==> config.mk <==
export PLATFORM = sky130hd
export DESIGN_NAME = mc_pc_sequencer
export DESIGN_NICKNAME = d
export VERILOG_FILES = /design/src/rtl/mc_pc_sequencer.sv
export SDC_FILE = /design/constraint.sdc
export NUM_CORES = 1
export LEC_CHECK = 0
export ABC_AREA = 1
export CELL_PAD_IN_SITES_DETAIL_PLACEMENT = 0
export CELL_PAD_IN_SITES_GLOBAL_PLACEMENT = 1
export CORE_MARGIN = 3
export CORE_UTILIZATION = 32
export DETAILED_ROUTE_END_ITERATION = 8
export GPL_TIMING_DRIVEN = 0
export PLACE_DENSITY = 0.85
export SLEW_MARGIN = 20
export SYNTH_ARGS = -nofsm -noshare
export SYNTH_HDL_FRONTEND = slang
export SYNTH_SLANG_ARGS = --single-unit
==> constraint.sdc <==
create_clock -name clk -period 9.25 [get_ports clk]
set_input_delay 1.85 -clock clk [delete_from_list [all_inputs] [get_ports clk]]
set_output_delay 1.85 -clock clk [all_outputs]
set_load 0.1 [all_outputs]
==> src/rtl/mc_pc_sequencer.sv <==
// mc_pc_sequencer
// Multi-cycle control sequencer that drives the program-counter register.
// Each instruction walks IF -> ID -> (EXE/MEM/WB) and the PC write enable
// fires exactly once, in the instruction's final state. The next PC and the
// datapath write strobes are combinational from the current state and the
// opcode held in the instruction register, so the PC (which samples on the
// falling edge) picks up the value within the same cycle.
module mc_pc_sequencer #(
  parameter logic [31:0] RESET_PC = 32'h0000_0000
) (
  input  logic        clk,
  input  logic        reset,
  input  logic [5:0]  opcode,
  input  logic        zero,
  input  logic        sign,
  input  logic [31:0] pc,
  input  logic [31:0] imm_ext,
  input  logic [25:0] jaddr,
  input  logic [31:0] rs_data,
  output logic [2:0]  state,
  output logic        ir_wre,
  output logic        reg_wre,
  output logic        mem_wr,
  output logic        pc_wre,
  output logic [31:0] next_pc,
  output logic        halted,
  output logic        illegal
);

  // The PC register is loaded with word addresses; a misaligned reset PC is
  // a configuration error caught at elaboration.
  generate
    if (RESET_PC[1:0] != 2'b00) begin : g_reset_pc_check
      $error("mc_pc_sequencer: RESET_PC must be word aligned");
    end
  endgenerate

  typedef enum logic [2:0] {
    S_IF     = 3'b000,
    S_ID     = 3'b001,
    S_EXE_LS = 3'b010,
    S_MEM    = 3'b011,
    S_WB_LD  = 3'b100,
    S_EXE_BR = 3'b101,
    S_EXE_AL = 3'b110,
    S_WB_AL  = 3'b111
  } state_t;

  typedef enum logic [2:0] {
    C_ALU  = 3'd0,
    C_SW   = 3'd1,
    C_LW   = 3'd2,
    C_BR   = 3'd3,
    C_JMP  = 3'd4,
    C_HALT = 3'd5,
    C_ILL  = 3'd6
  } op_class_t;

  localparam logic [5:0] OP_BEQ  = 6'b110000;
  localparam logic [5:0] OP_BNE  = 6'b110001;
  localparam logic [5:0] OP_BLTZ = 6'b110010;
  localparam logic [5:0] OP_JR   = 6'b111001;
  localparam logic [5:0] OP_JAL  = 6'b111010;

  state_t    state_q, state_d;
  logic      halted_q, halted_d;
  logic      illegal_q, illegal_d;
  op_class_t cls;
  logic [31:0] pc_plus4;

  // Opcode decode into the instruction classes that drive sequencing.
  function automatic op_class_t op_class(input logic [5:0] op);
    case (op)
      6'b000000, 6'b000001, 6'b000010,
      6'b010000, 6'b010001, 6'b010010,
      6'b011000:                         op_class = C_ALU;
      6'b100110:                         op_class = C_SW;
      6'b100111:                         op_class = C_LW;
      6'b110000, 6'b110001, 6'b110010:   op_class = C_BR;
      6'b111000, 6'b111001, 6'b111010:   op_class = C_JMP;
      6'b111111:                         op_class = C_HALT;
      default:                           op_class = C_ILL;
    endcase
  endfunction

  // Branch condition from the ALU flags; anything else is not taken.
  function automatic logic br_taken(input logic [5:0] op, input logic z,
                                    input logic s);
    case (op)
      OP_BEQ:  br_taken = z;
      OP_BNE:  br_taken = ~z;
      OP_BLTZ: br_taken = s;
      default: br_taken = 1'b0;
    endcase
  endfunction

  // Taken-branch target: word offset is the signed immediate scaled by 4,
  // added to the sequential PC with plain 32-bit wrap-around.
  function automatic logic [31:0] br_target(input logic [31:0] seq_pc,
                                            input logic [31:0] imm);
    logic signed [31:0] off;
    off = signed'(imm) <<< 2;
    br_target = seq_pc + unsigned'(off);
  endfunction

  // Jump target: j/jal splice the target field into the sequential PC's
  // region bits, jr takes the register value exactly as read.
  function automatic logic [31:0] jmp_target(input logic [5:0] op,
                                             input logic [31:0] seq_pc,
                                             input logic [25:0] ja,
                                             input logic [31:0] rs);
    if (op == OP_JR) jmp_target = rs;
    else             jmp_target = {seq_pc[31:28], ja, 2'b00};
  endfunction

  assign cls      = op_class(opcode);
  assign pc_plus4 = pc + 32'd4;

  // State register: reset returns to IF and clears the halt and illegal flags.
  always_ff @(posedge clk) begin
    if (reset) begin
      state_q   <= S_IF;
      halted_q  <= 1'b0;
      illegal_q <= 1'b0;
    end else begin
      state_q   <= state_d;
      halted_q  <= halted_d;
      illegal_q <= illegal_d;
    end
  end

  // Next-state logic; HALT parks in the ID encoding until reset.
  always_comb begin
    state_d   = state_q;
    halted_d  = halted_q;
    illegal_d = 1'b0;
    if (!halted_q) begin
      case (state_q)
        S_IF: state_d = S_ID;
        S_ID: begin
          case (cls)
            C_ALU:       state_d = S_EXE_AL;
            C_SW, C_LW:  state_d = S_EXE_LS;
            C_BR:        state_d = S_EXE_BR;
            C_JMP:       state_d = S_IF;
            C_HALT: begin
              state_d  = S_ID;
              halted_d = 1'b1;
            end
            default: begin
              state_d   = S_IF;
              illegal_d = 1'b1;
            end
          endcase
        end
        S_EXE_AL: state_d = S_WB_AL;
        S_WB_AL:  state_d = S_IF;
        S_EXE_LS: state_d = S_MEM;
        S_MEM:    state_d = (cls == C_LW) ? S_WB_LD : S_IF;
        S_WB_LD:  state_d = S_IF;
        S_EXE_BR: state_d = S_IF;
        default:  state_d = S_IF;
      endcase
    end
  end

  // Output logic: strobes are forced low while reset is asserted so a reset
  // mid-instruction never commits a PC or register write.
  always_comb begin
    ir_wre  = 1'b0;
    reg_wre = 1'b0;
    mem_wr  = 1'b0;
    pc_wre  = 1'b0;
    next_pc = pc_plus4;
    if (!halted_q) begin
      case (state_q)
        S_IF: ir_wre = 1'b1;
        S_ID: begin
          if (cls == C_JMP) begin
            next_pc = jmp_target(opcode, pc_plus4, jaddr, rs_data);
            pc_wre  = 1'b1;
            reg_wre = (opcode == OP_JAL);
          end else if (cls == C_ILL) begin
            pc_wre = 1'b1;
          end
        end
        S_MEM: begin
          if (cls != C_LW) begin
            mem_wr = (cls == C_SW);
            pc_wre = 1'b1;
          end
        end
        S_WB_LD, S_WB_AL: begin
          reg_wre = 1'b1;
          pc_wre  = 1'b1;
        end
        S_EXE_BR: begin
          pc_wre = 1'b1;
          if (br_taken(opcode, zero, sign)) next_pc = br_target(pc_plus4, imm_ext);
        end
        default: ;
      endcase
    end
    if (reset) begin
      ir_wre  = 1'b0;
      reg_wre = 1'b0;
      mem_wr  = 1'b0;
      pc_wre  = 1'b0;
    end
  end

  assign state   = state_q;
  assign halted  = halted_q;
  assign illegal = illegal_q;

endmodule

==> summary.txt, run 1 <==
Synth
  – Syn_nets: about 1,200
  – Syn_area_per_cell: between 4 and 5 sq um
  – Synth area leader: nand2_1
  – Synth cell types: 44
  – Area share of the largest cell type after synthesis: 0.3079
  – EDFF count, synth: 0
  – Post-Synthesis Cells: between 1,000 and 1,500
  – Main synth FF type: dfxtp_1
  – Seq cells post-synth: 5
  – Register area share after synthesis: 0.02003
  – Post-synth top cells: 410 x nand2_1, 136 x inv_1, 95 x nand3_1
  – Syn. warnings: 0
  – Ranking of synthesized cells by area: nand2_1 31%, inv_1 10%, nand3_1 9.5%
  – Top-count cell post-synth: nand2_1
  – Post-synth ARST share: 0
  – Post-Syn Area: approximately 5000 sq um

Clock network
  – CTS tree: built
  – CTS sink cnt: 5
  – H-Tree Depth: 1
  – Clock-pin transition on the worst setup and hold timing paths: around 30 ps
  – Root Driver: clkbuf_16
  – Maximum root-to-sink buffer count: 2
  – # hold bufs at CTS: 0
  – Post-CTS setup buffer count: 0
  – Number of buffers created by CTS: 3
  – Clock Latency Late Sink: ~230 ps
  – Resized cells post-CTS: 0

STA
  – Final Cycle Share: 0.9304
  – Max Freq: approximately 120 MHz
  – Fin crit period: between 8000 and 9000 ps
  – Final Slew Violations: 0
  – Final setup viols: 0
  – Relative slew slack: 0.3043
  – Clock skew: approximately 1.5 ps
  – Slew of the pin with the lowest slew margin: 1040 ps
  – RSZ-0062 raised after global routing: false
  – Setup TNS: 0 ps
  – Fin. Hold Viols: 0

Routing
  – Residual DRC: 0
  – Post-route ant nets: 0
  – Drt total wl: approximately 23,000 um
  – DR vias: 7,153
  – WL per Instance: between 15 and 20 um
  – Post-DR vias/cell: between 5 and 6
  – Starting DRT DRC Count: roughly 670
  – Pre-antenna DRT Iters: 5

Final layout
  – Final core utilization: 0.4616
  – Share of cells above drive strength 1: 0.03488
  – Final instance area: approximately 7000 sq um
  – P&R area growth vs syn: 40.90%
  – NumNets Final: around 1,400
  – Fillers: 1,744
  – Ant. Diodes: 0
  – Non-Filler Instances: between 1,000 and 1,500

Placed design
  – RePlAce Congestion: 0.9318
  – Placed instance area: roughly 7000 sq um
  – IO buf count: 170
  – Post-Place Cells: 1,411
  – DP HPWL: 19,510 um

Hold path
  – HP Class: reg -> reg

Power and ir drop
  – P_leak: ~3.5 nW
  – PD cells: ~91 nW/um^2
  – VDD IR-drop max: 97.56 uV
  – Overall Power: around 640 uW

Critical path
  – WP data required: ~7400 ps
  – CP endpoint kind: output pin
  – Critical Path Source Type: input port
  – CP Class: in -> out
  – WP data arrival: between 6000 and 7000 ps
  – CP Max Fanout: 7

Die
  – Starting Density: 0.3276
  – Core area: roughly 15,000 sq um
  – # IOs: 173
  – Die ar.: roughly 17,000 sq um
  – Die Ht: about 130 um
  – Die X: between 100 and 150 um
  – Cell Rows: 45

Run
  – Max-Cap Viols: 0

Run status
  – Status: completed

GRT
  – Largest net degree at the start of global routing: 11
  – First-pass GRT wire length: 34,430 um
  – Vias in the first global route: around 6,700
  – Global-route usage over all layers: 0.2556
  – Initial antenna violation count: 0
  – Total overflow reported by the global router: 0
## power breakdown
part | switching (mW) | leakage, nW | internal (mW)
Combinational | 0.380 | 3.42 | 0.168
Sequential | 0.00130 | 0.0408 | 0.0230
Clock | 0.0138 | 0.0382 | 0.0571
## cell type report
cell class | count | area (sq um) | area share
well taps | 211 | 264.0 | 0.03748
clock buffers | 4 | 78.83 | 0.01119
inverters | 144 | 543.0 | 0.07710
repair buffers | 170 | 1702 | 0.2416
flip-flops and latches | 5 | 100.1 | 0.01421
multi-input cells | 855 | 4218 | 0.5989
plain buffers | 26 | 137.6 | 0.01954
## kinds of logic (layout without fill, tap and decap cells)
| kind of cell | after synthesis | count (layout) | share of synthesized area |
|---|---|---|---|
| and+or+nand+nor | 655 | 655 | 0.5542 |
| buffers and inverters | 170 | 344 | 0.1362 |
| AOI/OAI and AO/OA | 141 | 141 | 0.1577 |
| adders and majority gates | 36 | 36 | 0.09161 |
| xor gates and xnor gates | 23 | 23 | 0.04030 |
| DFF | 5 | 5 | 0.02003 |
## worst paths after layout
kind	startpoint	endpoint	slack (ps)	depth (start not counted)
max	pc[2]	next_pc[13]	640	18
min	state[1]$_SDFFE_PP0N_	state[1]$_SDFFE_PP0N_	630	2
min reg2reg	state[1]$_SDFFE_PP0N_	state[1]$_SDFFE_PP0N_	630	2
max reg2reg	state[0]$_SDFFE_PP0N_	state[0]$_SDFFE_PP0N_	7270	9
## critical path, stage by stage
cell and delay, ps:
clkdlybuf4s50_1 640, ha_1 200, nand4_1 230, nor3_2 400, xnor2_1 300, inv_1 150, ha_1 430, nand2_1 110
nor2_1 230, nand3_1 110, nand3b_1 240, nor2_1 70, o21ai_0 300, nand3_1 120, nand2_1 80, nand2_1 40
nand2_1 100, clkdlybuf4s50_1 1150
## flip-flops by register name, indices dropped and copies added, names as in the netlist
name,count
halted,1
illegal,1
state,3
## routing by layer
metal	vias up	share of wire	track usage	routed length, um
met3	26	0.077	0.03089	1741
met5	-	0	0	0
met2	290	0.44	0.4101	9874
li1	3649	-	-	-
met4	0	0.017	0.04477	395
met1	3188	0.47	0.3702	10620
## stage by stage
| step | setup slack (ps) | hold slack, ps |
|---|---|---|
| CTS | 659.4 | 619.3 |
| floorplan | 2113 | 1000 |
| global placement | 642.6 | 615.5 |
| finish | 644.2 | 626.5 |
| detailed placement | 670.2 | 611.1 |
| global route | 278.6 | 650.2 |
## cell usage in the layout (no fill, tap or decap), types with 4 or more instances in the layout
master,n
nand2_1,410
dfxtp_1,5
a21oi_2,4
nor2_1,84
or2_2,5
a21oi_1,69
nor3_1,14
xor2_1,10
clkbuf_1,14
o21ai_0,42
ha_1,35
xnor2_1,13
nand3_1,95
inv_2,5
o211ai_1,5
o21bai_1,10
inv_1,136
nand4_1,27
clkdlybuf4s50_1,170
buf_2,8
No activity file was read; power rests on OpenSTA's default activity.
==> run 2, diff against run 1 <==
--- a/config.mk
+++ b/config.mk
@@ -6,6 +6,7 @@
 export NUM_CORES = 1
 export LEC_CHECK = 0
 export ABC_AREA = 1
+export CAP_MARGIN = 5
 export CELL_PAD_IN_SITES_DETAIL_PLACEMENT = 0
 export CELL_PAD_IN_SITES_GLOBAL_PLACEMENT = 1
 export CORE_MARGIN = 3
==> results of run 2 <==
No change in the layout: final DEF, timing and power equal those of run 1.
==> run 3, diff against run 2 <==
--- a/config.mk
+++ b/config.mk
@@ -14,7 +14,7 @@
 export DETAILED_ROUTE_END_ITERATION = 8
 export GPL_TIMING_DRIVEN = 0
 export PLACE_DENSITY = 0.85
-export SLEW_MARGIN = 20
+export SLEW_MARGIN = 40
 export SYNTH_ARGS = -nofsm -noshare
 export SYNTH_HDL_FRONTEND = slang
 export SYNTH_SLANG_ARGS = --single-unit
==> run 3 against run 2 <==
- sequential power barely moved
- critical path depth did not move
- sequential cell count stayed put
- register-to-register slack about the same
- clock skew about the same
- global-route usage barely moved
- largest cell class unchanged
==> summary.txt, run 3 (synthesized netlist as in run 1, its figures left out) <==
Die
  – Starting Density: 0.3276
  – Die ar.: ~17,000 sq um
  – # IOs: around 170
  – Cell Rows: 45
  – Die Ht: ~130 um
  – Die X: 131.0 um
  – Core area: about 15,000 sq um

Routing
  – Drt total wl: 22,410 um
  – WL per Instance: 15.84 um
  – Post-DR vias/cell: around 5.0
  – Starting DRT DRC Count: ~600
  – Pre-antenna DRT Iters: 6
  – DR vias: between 7,000 and 8,000
  – Post-route ant nets: 0
  – Residual DRC: 0

Power and ir drop
  – Clock Power Share: 0.113
  – Combinational power share: 0.848
  – Sequential power share: 0.039
  – P_leak: 3.525 nW
  – Pint: 226.5 uW
  – Switch share: 0.6344
  – PD cells: ~91 nW/um^2
  – Sw Pwr: about 400 uW
  – VDD IR-drop max: 73.75 uV

Clock network
  – CTS sink cnt: 5
  – Clock-pin transition on the worst setup and hold timing paths: about 30 ps
  – Clock Latency Late Sink: 230 ps
  – Root Driver: clkbuf_16
  – Number of buffers created by CTS: 3
  – Maximum root-to-sink buffer count: 2
  – Resized cells post-CTS: 0
  – CTS tree: built
  – # hold bufs at CTS: 0
  – Post-CTS setup buffer count: 0
  – H-Tree Depth: 1

STA
  – Relative slew slack: 0.5957
  – Fin crit period: slightly below 8000 ps
  – Clock skew: 1.200 ps
  – Final Cycle Share: 0.8592
  – Final setup viols: 0
  – Slew of the pin with the lowest slew margin: between 600 and 700 ps
  – Fin. Hold Viols: 0
  – Max Freq: around 130 MHz
  – Setup TNS: 0 ps
  – Final Slew Violations: 0
  – RSZ-0062 raised after global routing: false
  – Min Hold Slack: between 600 and 700 ps

Critical path
  – Worst r2r path cells: 9
  – CP max stage cell: clkdlybuf4s50_1
  – CP endpoint kind: output pin
  – WP data required: 7400 ps
  – Max stage delay on crit path: 620 ps
  – Crit. Startpoint: pc[2]
  – FF-to-FF Start: state[0]$_SDFFE_PP0N_
  – Delay-heaviest family, CP: simple AND/OR/NAND/NOR gates
  – Crit path to: next_pc[13]
  – Reg-to-reg slack, setup: around 7300 ps
  – CP Max Fanout: 7
  – CP Buf/Inv Count: 3
  – CP Class: in -> out
  – Critical Path Source Type: input port
  – Most used cell, CP: nand2_1
  – WP data arrival: 6100 ps
  – Reg2reg end: state[0]$_SDFFE_PP0N_
  – Crit. path cell count: 18
  – Critical-path cell list: clkdlybuf4s50_1 -> ha_1 -> nand4_1 -> nor3_2 -> xnor2_1 -> inv_1 -> ha_1 -> nand2_1 -> nor2_1 -> nand3_1 -> nand3b_1 -> nor2_1 -> o21ai_0 -> nand3_1 -> nand2_1 -> nand2_1 -> nand2_1 -> buf_2

GRT
  – Initial antenna violation count: 0
  – Vias in the first global route: between 6,000 and 7,000
  – First-pass GRT wire length: 34,420 um
  – Largest net degree at the start of global routing: 11
  – Global-route usage over all layers: 0.2557
  – Total overflow reported by the global router: 0

Final layout
  – Most frequent cells in the layout: 410 x nand2_1, 136 x inv_1, 129 x clkdlybuf4s50_1, 95 x nand3_1, 84 x nor2_1
  – Share of cells above drive strength 1: 0.06894
  – Fillers: 1,752
  – Commonest non-fill, non-tap cell in the layout: nand2_1
  – Multi-input logic area: 4218 sq um
  – Non-Filler Instances: ~1,400
  – Ant. Diodes: 0
  – NumNets Final: between 1,000 and 1,500
  – Final core utilization: 0.4481
  – Register area: ~100 sq um
  – P&R area growth vs syn: 36.80%
  – Max reg flops: 3

Hold path
  – HP Class: reg -> reg

Run status
  – Status: completed

Placed design
  – DP HPWL: ~19,000 um
  – IO buf count: between 150 and 200
  – Post-Place Cells: around 1,400
  – RePlAce Congestion: approximately 0.93

Run
  – Max-Cap Viols: 0
run 3: cell count changes in the layout (fill, tap and decap cells not counted), sizes merged:
cell,change
buf,+41
clkdlybuf4s50,-41
run 3: worst min path at each step:
stage	end	cells past startpoint	start
after floorplan	state[1]$_SDFFE_PP0N_	2	halted$_SDFF_PP0_
after global placement	state[1]$_SDFFE_PP0N_	2	state[1]$_SDFFE_PP0N_
after detailed placement	state[1]$_SDFFE_PP0N_	2	state[1]$_SDFFE_PP0N_
after CTS	state[1]$_SDFFE_PP0N_	2	state[1]$_SDFFE_PP0N_
after global routing	state[1]$_SDFFE_PP0N_	2	state[1]$_SDFFE_PP0N_
final	state[1]$_SDFFE_PP0N_	2	state[1]$_SDFFE_PP0N_
run 3: stage by stage:
| stage | power, mW | cell area (sq um) | worst slack (ps) |
|---|---|---|---|
| after floorplan | 0.3898 | 4999 | 2113 |
| after global placement | 0.5666 | 6964 | 642.6 |
| after detailed placement | 0.5436 | 6759 | 1378 |
| after CTS | 0.6162 | 6838 | 1375 |
| after global routing | 0.6629 | 6838 | 953.7 |
| final | 0.6196 | 6838 | 1303 |
run 3: power groups by stage:
| stage | combinational, mW | sequential (mW) | clock, mW |
|---|---|---|---|
| after global placement | 0.542 | 0.0245 | 0 |
| after detailed placement | 0.519 | 0.0245 | 0 |
| final | 0.525 | 0.0242 | 0.0702 |
| after CTS | 0.521 | 0.0242 | 0.0709 |
| after floorplan | 0.357 | 0.0330 | 0 |
| after global routing | 0.566 | 0.0243 | 0.0729 |
run 3: cell type report:
class                      instances  share of cell area
timing repair buffer             170              0.2188
sequential                         5             0.01464
buffer                            26             0.02013
multi-input combinational        855              0.6168
inverter                         144             0.07941
clock buffer                       4             0.01153
tap                              211             0.03861
run 3: worst reg2reg max path: stages, from the launching register on:
cell and delay [ps]:
dfxtp_1 340, inv_1 130, nor2_1 50, inv_1 130
nor2_1 70, clkinv_1 190, clkbuf_1 500, o21ai_0 170
o21ai_0 220, inv_1 50
run 3: layer usage:
metal  part of all wire  vias up  global-route usage  wire length, um
met4              0.017        0             0.04235              379
met5                  0        -                   0                0
met2               0.44      284              0.4119             9870
li1                   -     3663                   -                -
met3              0.069       31             0.02195             1541
met1               0.47     3099              0.3755            10620
